### config.mk
export PLATFORM = sky130hd
export DESIGN_NAME = pingpong_reg_file_flat
export DESIGN_NICKNAME = d
export VERILOG_FILES = /design/src/rtl/pingpong_reg_file_if.sv /design/src/rtl/pingpong_reg_file.sv /design/src/flat_wrapper.sv
export SDC_FILE = /design/constraint.sdc
export NUM_CORES = 1
export LEC_CHECK = 0
export BUFFER_PORTS_ARGS = -buffer_cell sky130_fd_sc_hd__buf_2
export CORE_MARGIN = 2
export CORE_UTILIZATION = 55
export DETAILED_ROUTE_END_ITERATION = 6
export GPL_ROUTABILITY_DRIVEN = 0
export PLACE_DENSITY = 0.69
export SLEW_MARGIN = 0
export SYNTH_ARGS = -nofsm -noshare
export SYNTH_HDL_FRONTEND = slang
export SYNTH_SLANG_ARGS = --single-unit
### constraint.sdc
create_clock -name clock -period 5 [get_ports clock]
set_input_delay 0.5 -clock clock [delete_from_list [all_inputs] [get_ports clock]]
set_output_delay 0.5 -clock clock [all_outputs]
set_load 0.03 [all_outputs]
### src/rtl/pingpong_reg_file_if.sv
// rtl/pingpong_reg_file_if.sv - producer/consumer bus of the ping-pong register file
interface pingpong_reg_file_if #(
  parameter int PORT_WIDTH     = 16,
  parameter int ADDR_WIDTH     = 3,
  parameter int NUM_READ_PORTS = 2,
  parameter int BLOCK_WORDS    = 2
);
  localparam int BLK_W  = ADDR_WIDTH - $clog2(BLOCK_WORDS);
  // A single-block bank still carries a one-bit (ignored) block address.
  localparam int BLK_WD = (BLK_W > 0) ? BLK_W : 1;

  logic                                 writeValid;
  logic                                 writeReady;
  logic [BLK_WD-1:0]                    writeAddrBlock;
  logic [PORT_WIDTH*BLOCK_WORDS-1:0]    writeData;
  logic                                 writeCommit;
  logic                                 readEnable;
  logic [NUM_READ_PORTS*ADDR_WIDTH-1:0] readAddr;
  logic [NUM_READ_PORTS*PORT_WIDTH-1:0] readData;
  logic                                 readDataValid;
  logic                                 readBankValid;
  logic                                 readRelease;
  logic                                 writeBankIdx;
  logic                                 readBankIdx;

  modport master (
    output writeValid, writeAddrBlock, writeData, writeCommit,
    output readEnable, readAddr, readRelease,
    input  writeReady, readData, readDataValid, readBankValid,
    input  writeBankIdx, readBankIdx
  );

  modport slave (
    input  writeValid, writeAddrBlock, writeData, writeCommit,
    input  readEnable, readAddr, readRelease,
    output writeReady, readData, readDataValid, readBankValid,
    output writeBankIdx, readBankIdx
  );
endinterface

### src/rtl/pingpong_reg_file.sv
// rtl/pingpong_reg_file.sv - double-buffered register file with block writes and registered multi-port reads
module pingpong_reg_file #(
  parameter int PORT_WIDTH     = 16,
  parameter int ADDR_WIDTH     = 3,
  parameter int NUM_READ_PORTS = 2,
  parameter int BLOCK_WORDS    = 2
) (
  input logic                clock,
  input logic                resetn,
  pingpong_reg_file_if.slave bus
);
  localparam int DEPTH  = 2 ** ADDR_WIDTH;
  localparam int LANE_W = $clog2(BLOCK_WORDS);

  typedef enum logic [1:0] {OCC_EMPTY, OCC_ONE, OCC_FULL} occ_t;

  occ_t occ, occ_nxt;
  logic wr_ptr, rd_ptr, wr_ptr_nxt, rd_ptr_nxt;
  logic write_ready, bank_valid;
  logic write_fire, commit_fire, read_fire, release_fire;
  logic [ADDR_WIDTH-1:0]                wr_base;
  logic [PORT_WIDTH-1:0]                mem [2][DEPTH];
  logic [NUM_READ_PORTS*PORT_WIDTH-1:0] read_data_q;
  logic                                 read_valid_q;

  assign write_ready  = (occ != OCC_FULL);
  assign bank_valid   = (occ != OCC_EMPTY);
  assign write_fire   = bus.writeValid && write_ready;
  assign commit_fire  = bus.writeCommit && write_ready;
  assign read_fire    = bus.readEnable && bank_valid;
  assign release_fire = bus.readRelease && bank_valid;
  assign wr_base      = ADDR_WIDTH'(bus.writeAddrBlock) << LANE_W;

  assign bus.writeReady    = write_ready;
  assign bus.readBankValid = bank_valid;
  assign bus.writeBankIdx  = wr_ptr;
  assign bus.readBankIdx   = rd_ptr;
  assign bus.readData      = read_data_q;
  assign bus.readDataValid = read_valid_q;

  always_ff @(posedge clock or negedge resetn) begin
    if (!resetn) begin
      occ    <= OCC_EMPTY;
      wr_ptr <= 1'b0;
      rd_ptr <= 1'b0;
    end else begin
      occ    <= occ_nxt;
      wr_ptr <= wr_ptr_nxt;
      rd_ptr <= rd_ptr_nxt;
    end
  end

  // Commit is gated off when full and release when empty, so occupancy never wraps.
  always_comb begin
    occ_nxt    = occ;
    wr_ptr_nxt = wr_ptr;
    rd_ptr_nxt = rd_ptr;
    if (commit_fire)  wr_ptr_nxt = ~wr_ptr;
    if (release_fire) rd_ptr_nxt = ~rd_ptr;
    case ({commit_fire, release_fire})
      2'b10:   occ_nxt = (occ == OCC_EMPTY) ? OCC_ONE : OCC_FULL;
      2'b01:   occ_nxt = (occ == OCC_FULL) ? OCC_ONE : OCC_EMPTY;
      default: occ_nxt = occ;
    endcase
  end

  always_ff @(posedge clock) begin
    if (write_fire) begin
      for (int i = 0; i < BLOCK_WORDS; i++) begin
        mem[wr_ptr][wr_base | ADDR_WIDTH'(i)] <= bus.writeData[i*PORT_WIDTH +: PORT_WIDTH];
      end
    end
  end

  // The reader's bank is never the writer's while it is valid, so no bypass path is needed.
  always_ff @(posedge clock or negedge resetn) begin
    if (!resetn) begin
      read_data_q  <= '0;
      read_valid_q <= 1'b0;
    end else begin
      read_valid_q <= read_fire;
      if (read_fire) begin
        for (int p = 0; p < NUM_READ_PORTS; p++) begin
          read_data_q[p*PORT_WIDTH +: PORT_WIDTH] <= mem[rd_ptr][bus.readAddr[p*ADDR_WIDTH +: ADDR_WIDTH]];
        end
      end
    end
  end
endmodule

### src/flat_wrapper.sv
// flat-port wrapper written by rule: the top's interface ports become plain ports
module pingpong_reg_file_flat 
#(
  parameter int PORT_WIDTH     = 16,
  parameter int ADDR_WIDTH     = 3,
  parameter int NUM_READ_PORTS = 2,
  parameter int BLOCK_WORDS    = 2
)
  (clock, resetn, bus_writeValid, bus_writeAddrBlock, bus_writeData, bus_writeCommit, bus_readEnable, bus_readAddr, bus_readRelease, bus_writeReady, bus_readData, bus_readDataValid, bus_readBankValid, bus_writeBankIdx, bus_readBankIdx);
  pingpong_reg_file_if #(.PORT_WIDTH(PORT_WIDTH), .ADDR_WIDTH(ADDR_WIDTH), .NUM_READ_PORTS(NUM_READ_PORTS), .BLOCK_WORDS(BLOCK_WORDS)) bus_i ();
  input logic clock;
  input logic resetn;
  input wire logic [$bits(bus_i.writeValid)-1:0] bus_writeValid;
  input wire logic [$bits(bus_i.writeAddrBlock)-1:0] bus_writeAddrBlock;
  input wire logic [$bits(bus_i.writeData)-1:0] bus_writeData;
  input wire logic [$bits(bus_i.writeCommit)-1:0] bus_writeCommit;
  input wire logic [$bits(bus_i.readEnable)-1:0] bus_readEnable;
  input wire logic [$bits(bus_i.readAddr)-1:0] bus_readAddr;
  input wire logic [$bits(bus_i.readRelease)-1:0] bus_readRelease;
  output wire logic [$bits(bus_i.writeReady)-1:0] bus_writeReady;
  output wire logic [$bits(bus_i.readData)-1:0] bus_readData;
  output wire logic [$bits(bus_i.readDataValid)-1:0] bus_readDataValid;
  output wire logic [$bits(bus_i.readBankValid)-1:0] bus_readBankValid;
  output wire logic [$bits(bus_i.writeBankIdx)-1:0] bus_writeBankIdx;
  output wire logic [$bits(bus_i.readBankIdx)-1:0] bus_readBankIdx;
  assign bus_i.writeValid = bus_writeValid;
  assign bus_i.writeAddrBlock = bus_writeAddrBlock;
  assign bus_i.writeData = bus_writeData;
  assign bus_i.writeCommit = bus_writeCommit;
  assign bus_i.readEnable = bus_readEnable;
  assign bus_i.readAddr = bus_readAddr;
  assign bus_i.readRelease = bus_readRelease;
  assign bus_writeReady = bus_i.writeReady;
  assign bus_readData = bus_i.readData;
  assign bus_readDataValid = bus_i.readDataValid;
  assign bus_readBankValid = bus_i.readBankValid;
  assign bus_writeBankIdx = bus_i.writeBankIdx;
  assign bus_readBankIdx = bus_i.readBankIdx;
  pingpong_reg_file #(.PORT_WIDTH(PORT_WIDTH), .ADDR_WIDTH(ADDR_WIDTH), .NUM_READ_PORTS(NUM_READ_PORTS), .BLOCK_WORDS(BLOCK_WORDS)) u_core (.clock(clock), .resetn(resetn), .bus(bus_i));
endmodule
Word-level counts from Yosys, hierarchy flattened

Memory sizes are Yosys's and may differ from the RTL's.
Cells that the tools add are included.

Multiply operators: 0
Bitwise operators: 134
Order comparisons: 6
Add/subtract/negate cells: 0
Multiplexer cells: 144
Equality and inequality tests: 4
Reduce and logical (&&, ||, !) cells: 9
Divide/modulo/power cells: 0
Shift-type cells: 0

Operator list:

| cell                                                        | number |
|---|---|
| two-way mux 128 bit                                         | 2 |
| two-way mux 1 bit                                           | 130 |
| OR 1 bit                                                    | 128 |
| binary-select mux 16 bit (select 3 bit)                     | 2 |
| demux 16 bit (select 3 bit)                                 | 2 |
| two-way mux 16 bit                                          | 6 |
| >= comparator 4 bit (second input constant)                 | 4 |
| NOT 3 -> 4 bit                                              | 4 |
| less-than comparator 4 x 1 -> 1 bit (second input constant) | 2 |
| logical AND 1 bit                                           | 6 |
| equality test 2 bit (second input constant)                 | 2 |
| case mux 2 bit (2 select lines)                             | 1 |
| nonzero test 2 bit                                          | 2 |
| equality test 2 x 1 -> 1 bit (second input constant)        | 1 |
| logical NOT 2 bit                                           | 1 |
| two-way mux 2 bit                                           | 1 |
| != test 2 bit (second input constant)                       | 1 |
| NOT 1 bit                                                   | 2 |

RAM bits: 256
Output and inout bits: 37
Bits of input ports: 46
Memory bits (read-only): 0
Word-level logic and storage cells: 303
Bits in latches: 0
Memories kept: 1
Register bits after elaboration: 37

Memory list:

| memory     | depth | width | rd ports | clocked after memory_dff | wr ports | RTL line                | text |
|---|---|---|---|---|---|---|---|
| u_core.mem | 2     | 128   | 1        | 0                        | 1        | pingpong_reg_file.sv:22 | `logic [PORT_WIDTH-1:0] mem [2][DEPTH];` |

Longest topological paths before layout

Depth after elaboration: 7
Gate-level depth with buffers: 8
Mapped depth without buffers: 6

Least setup slack after synthesis

OpenSTA, ideal clock, no wires.

Kind: register to register
Start: register u_core.occ[1]
End: memory u_core.mem[0][100] in the netlist's numbering, enable pin
Period minus slack after synthesis: 4.572 ns
Library setup time: 0.501 ns
Cell stages (with the launch flop): 6
Required time: 4.499 ns
Path buffers: 2
Arrival: 4.071 ns
Setup slack: 0.428 ns
Cell sequence: dfrtp_1 -> clkbuf_1 -> nand2b_1 -> buf_2 -> nand2_1 -> nor4_1

Word-level cells in the longest chain between the ends: 5
Elaborated cells between the ends (all ways): 6
Those cells by class: eq/ne (1); mux (3); bitwise (1); reduce/logical (1)

RTL lines:

| what                                      | RTL line                | text |
|---|---|---|
| start, declared                           | pingpong_reg_file.sv:17 | `occ_t occ, occ_nxt;` |
| start signal, assigned                    | pingpong_reg_file.sv:47 | `occ <= occ_nxt;` |
| != test 2 bit (*)                         | pingpong_reg_file.sv:26 | `assign write_ready = (occ != OCC_FULL);` |
| net bus_writeReady                        | flat_wrapper.sv:20      | `output wire logic [$bits(bus_i.writeReady)-1:0] bus_writeReady;` |
| logical AND 1 bit (*)                     | pingpong_reg_file.sv:28 | `assign write_fire = bus.writeValid && write_ready;` |
| two-way mux 1 bit (*)                     | pingpong_reg_file.sv:68 | `if (write_fire) begin` |
| two-way mux 128 bit (implied by the code) | pingpong_reg_file.sv:70 | `mem[wr_ptr][wr_base \| ADDR_WIDTH'(i)] <= bus.writeData[i*PORT_WIDTH +: PORT_WIDTH];` |
| OR 1 bit (no source line) (*)             | --                      |  |
| end, declared                             | pingpong_reg_file.sv:22 |  |

Mark *: on every way through the listed nets, which the timed path passes. The rest lies on a longest branch.

Final worst setup path

Start: register u_core.occ[0]
End: memory u_core.mem[1][0] in the netlist's numbering, enable pin

Word-level cells in the longest chain between the ends: 5
Elaborated cells between the ends (all ways): 6
Those cells by class: eq/ne (1); mux (3); bitwise (1); reduce/logical (1)

RTL lines:

| what                                      | RTL line |
|---|---|
| != test 2 bit (*)                         | pingpong_reg_file.sv:26 |
| logical AND 1 bit (*)                     | pingpong_reg_file.sv:28 |
| two-way mux 1 bit (*)                     | pingpong_reg_file.sv:68 |
| two-way mux 128 bit (implied by the code) | pingpong_reg_file.sv:70 |
| OR 1 bit (no source line) (*)             | -- |

Mark *: on every way between the ends. The rest lies on a longest branch, timed or not.

==> flow_metrics.py <==
metrics = {
    "detailed_routing": {
        "wl_per_cell_um": 27.4,
        "dr.pass1.iters": 5,
        "wl_um": 32000,
        "final_antenna_net_count": 0,
        "drt_iter0_drc": 799,
        "vias": 7732,
        "vias_per_cell": 6.61,
        "drc_errors": 0,
    },
    "cells_and_area": {
        "drive_gt1_share_pct": 41.8,
        "fin_nets": 862,
        "fin_util_pct": 62.9,
        "antennaDiodeCount": 0,
        "syn2layout_area_growth_pct": 12.7,
    },
    "clock_network": {
        "tritoncts": "yes",
        "root_buffer": "clkbuf_16",
        "cts_buffer_depth": 3,
        "ctsHoldBuffers": 0,
        "clock_latency_ns": 0.55,
        "cts_sinks": 293,
        "clk_pin_slew_worst_paths_ns": 0.06,
        "cts_inserted_buffers": 31,
        "cts_resized": 0,
        "cts-htree-levels": 1,
        "post-cts-setup-buffers": 0,
    },
    "sta": {
        "setup_viol": 0,
        "fin_tns_setup_ns": 0,
        "grt_setup_unrepaired": "no",
        "worst_pin_slew_ns": 1.15,
        "hold_viol": 0,
        "fmax_mhz": 308,
        "final_max_slew_viol_count": 0,
        "final.setup_skew_ns": 0.0117,
        "max-slew-margin-rel_pct": 23.1,
        "timing.final.crit_share_pct": 64.9,
        "period_needed_ns": 3.25,
    },
    "floorplan": {
        "row_count": 58,
        "ioPinCount": 83,
        "coreArea_sq_um": 25000,
        "die_h_um": 163,
        "die_x_um": 163,
        "die-area_sq_um": 26700,
        "initial_core_util_pct": 55.8,
    },
    "logic_synthesis": {
        "synthesis.area_sq_um": 14000,
        "syn_avg_cell_area_sq_um": 18.8,
        "syn_inst": 743,
        "synth_nets": 790,
        "synth_seq_cells": 293,
        "synth_seq_area_share_pct": 61.6,
        "synth_warnings": 0,
        "synth_cell_types": 49,
    },
    "global_routing": {
        "grt_pass1_wl_um": 49600,
        "overflow": 0,
        "antenna_found_initial": 0,
        "grt_max_degree": 51,
        "grt_pass1_vias": 8554,
        "grt_util_all_layers_pct": 25.0,
    },
    "critical_path": {
        "cp.arrival_ns": 3.41,
        "cp-end-kind": "flop",
        "required_ns": 5.17,
        "critical_path_class": "flop to flop",
        "cp-start-kind": "flop",
        "cp_max_fo": 32,
    },
    "power_and_ir_drop": {
        "ir_drop_mv": 0.487,
        "leakage_nw": 5.50,
        "p_per_area_nw_per_um2": 504,
    },
    "place": {
        "io_buffers": 82,
        "dp_hpwl_um": 19400,
    },
    "run": {
        "cap_violations": 0,
    },
    "min_path": {
        "worst_hold_path_type": "primary input to asynchronous set/reset pin",
    },
    "outcome": {
        "outcome": "completed",
    },
}
## sequential cells by signal (all words and copies together), names as in the netlist
register / count
u_core.occ: 2
u_core.bus.readData: 32
u_core.mem: 256
u_core.bus.writeBankIdx: 1
u_core.bus.readDataValid: 1
u_core.bus.readBankIdx: 1
## synthesized netlist by cell type (all sizes together)
library cell	instances	area share (%)
nor2	16	0.43
a22oi	7	0.38
xor2	1	0.063
o211ai	3	0.20
ha	1	0.090
nor3	7	0.33
edfxtp	256	55
o2bb2ai	1	0.063
nand4	3	0.18
mux2	73	5.9
mux4	117	19
dfrtp	37	6.6
clkbuf	10	0.27
mux2i	68	4.9
nand3	5	0.18
a221o	2	0.14
a22o	1	0.063
a21oi	2	0.072
or2	2	0.090
o21a	1	0.054
nor4	2	0.090
nand4b	2	0.21
buf	44	2.2
inv	4	0.11
a211o	5	0.31
a21o	1	0.054
a2bb2oi	16	1.0
a2111oi	2	0.13
a221oi	3	0.19
nor2b	4	0.18
or3	1	0.045
and2	1	0.045
nand2	12	0.32
xnor2	2	0.13
o21ai	24	0.86
a311oi	2	0.13
nand2b	4	0.18
a31oi	1	0.045
## final cells by class
class | instances | area, sq um
fillers | 1778 | 9280
flip-flops and latches | 293 | 8620
multi-input cells | 392 | 5080
clock buffers | 34 | 787
repair buffers | 93 | 520
well taps | 330 | 413
clock inverters | 23 | 322
inverters | 4 | 15.0
## worst paths after layout
| check | cells after the start | end | from | slack, ns |
|---|---|---|---|---|
| min in group clock | 3 | u_core.bus.writeBankIdx | bus_writeCommit | 0.24 |
| hold / removal | 1 | u_core.bus.readData[31] | resetn | 0.15 |
| setup reg to reg | 3 | u_core.mem[1][0] | u_core.occ[0] | 1.75 |
| setup / recovery | 3 | u_core.mem[1][0] | u_core.occ[0] | 1.75 |
| hold reg to reg | 2 | u_core.bus.readData[12] | u_core.bus.readData[12] | 0.47 |
| max in group asynchronous | 1 | u_core.bus.readBankIdx | resetn | 4.06 |
## kinds of logic (layout without fill, tap and decap cells)
| group | after synthesis | after routing | share of synthesized area (%) |
|---|---|---|---|
| AND/OR/NAND/NOR | 59 | 59 | 2.28 |
| XOR/XNOR | 3 | 3 | 0.188 |
| buffers and inverters | 58 | 154 | 2.53 |
| multiplexers | 258 | 258 | 29.6 |
| AO/OA/AOI/OAI | 71 | 71 | 3.68 |
| flip-flops | 293 | 293 | 61.6 |
| adder cells (fa/ha/maj) | 1 | 1 | 0.0895 |
## report_power, final
part | total (W) | switching, W | leakage, nW | internal, W
registers | 0.00321 | 0.000234 | 2.77 | 0.00298
clock network | 0.00248 | 0.000940 | 0.537 | 0.00154
logic | 0.00225 | 0.00123 | 2.20 | 0.00102
total | 0.00795 | 0.00240 | 5.50 | 0.00554
## layer usage
metal | global-route usage, % | up-vias | part of all wire, %
li1 | - | 3281 | -
met1 | 33.8 | 4135 | 41
met2 | 43.2 | 266 | 51
met3 | 3.78 | 50 | 6.1
met4 | 5.99 | 0 | 2.1
met5 | 0 | - | 0
## cell usage in the layout (no fill, tap or decap), types with 8 or more instances in the layout
master | netlist | layout
o21ai_0 | 19 | 19
mux2i_1 | 68 | 68
nand2_1 | 12 | 12
buf_2 | 24 | 81
nor2_1 | 16 | 10
mux4_2 | 117 | 117
a2bb2oi_1 | 16 | 16
buf_4 | 11 | 10
bufinv_16 | 0 | 8
clkbuf_16 | 0 | 31
dfrtp_1 | 37 | 36
mux2_2 | 72 | 72
edfxtp_1 | 256 | 256
## critical path, stage by stage, from the launching register on
cell and delay [ns]:
dfrtp_1 0.51, nand2b_1 0.37, nand4_2 0.79, nor2_4 1.17
## through the flow
stage / hold WS (ns) / setup slack (ns) / power [W] / cell area, sq um / std cells
4_1_cts: 0.147 / 1.74 / 0.00800 / 15800 / 1169
6_report: 0.153 / 1.75 / 0.00795 / 15800 / 1169
5_1_grt: 0.192 / 1.57 / 0.00827 / 15800 / 1169
3_5_place_dp: 0.466 / 1.75 / 0.00552 / 14600 / 1112
3_3_place_gp: 0.464 / 1.88 / 0.00545 / 14600 / 1112
2_1_floorplan: 0.204 / 0.428 / 0.00498 / 14000 / 743
(Power assumes the default switching activity.)
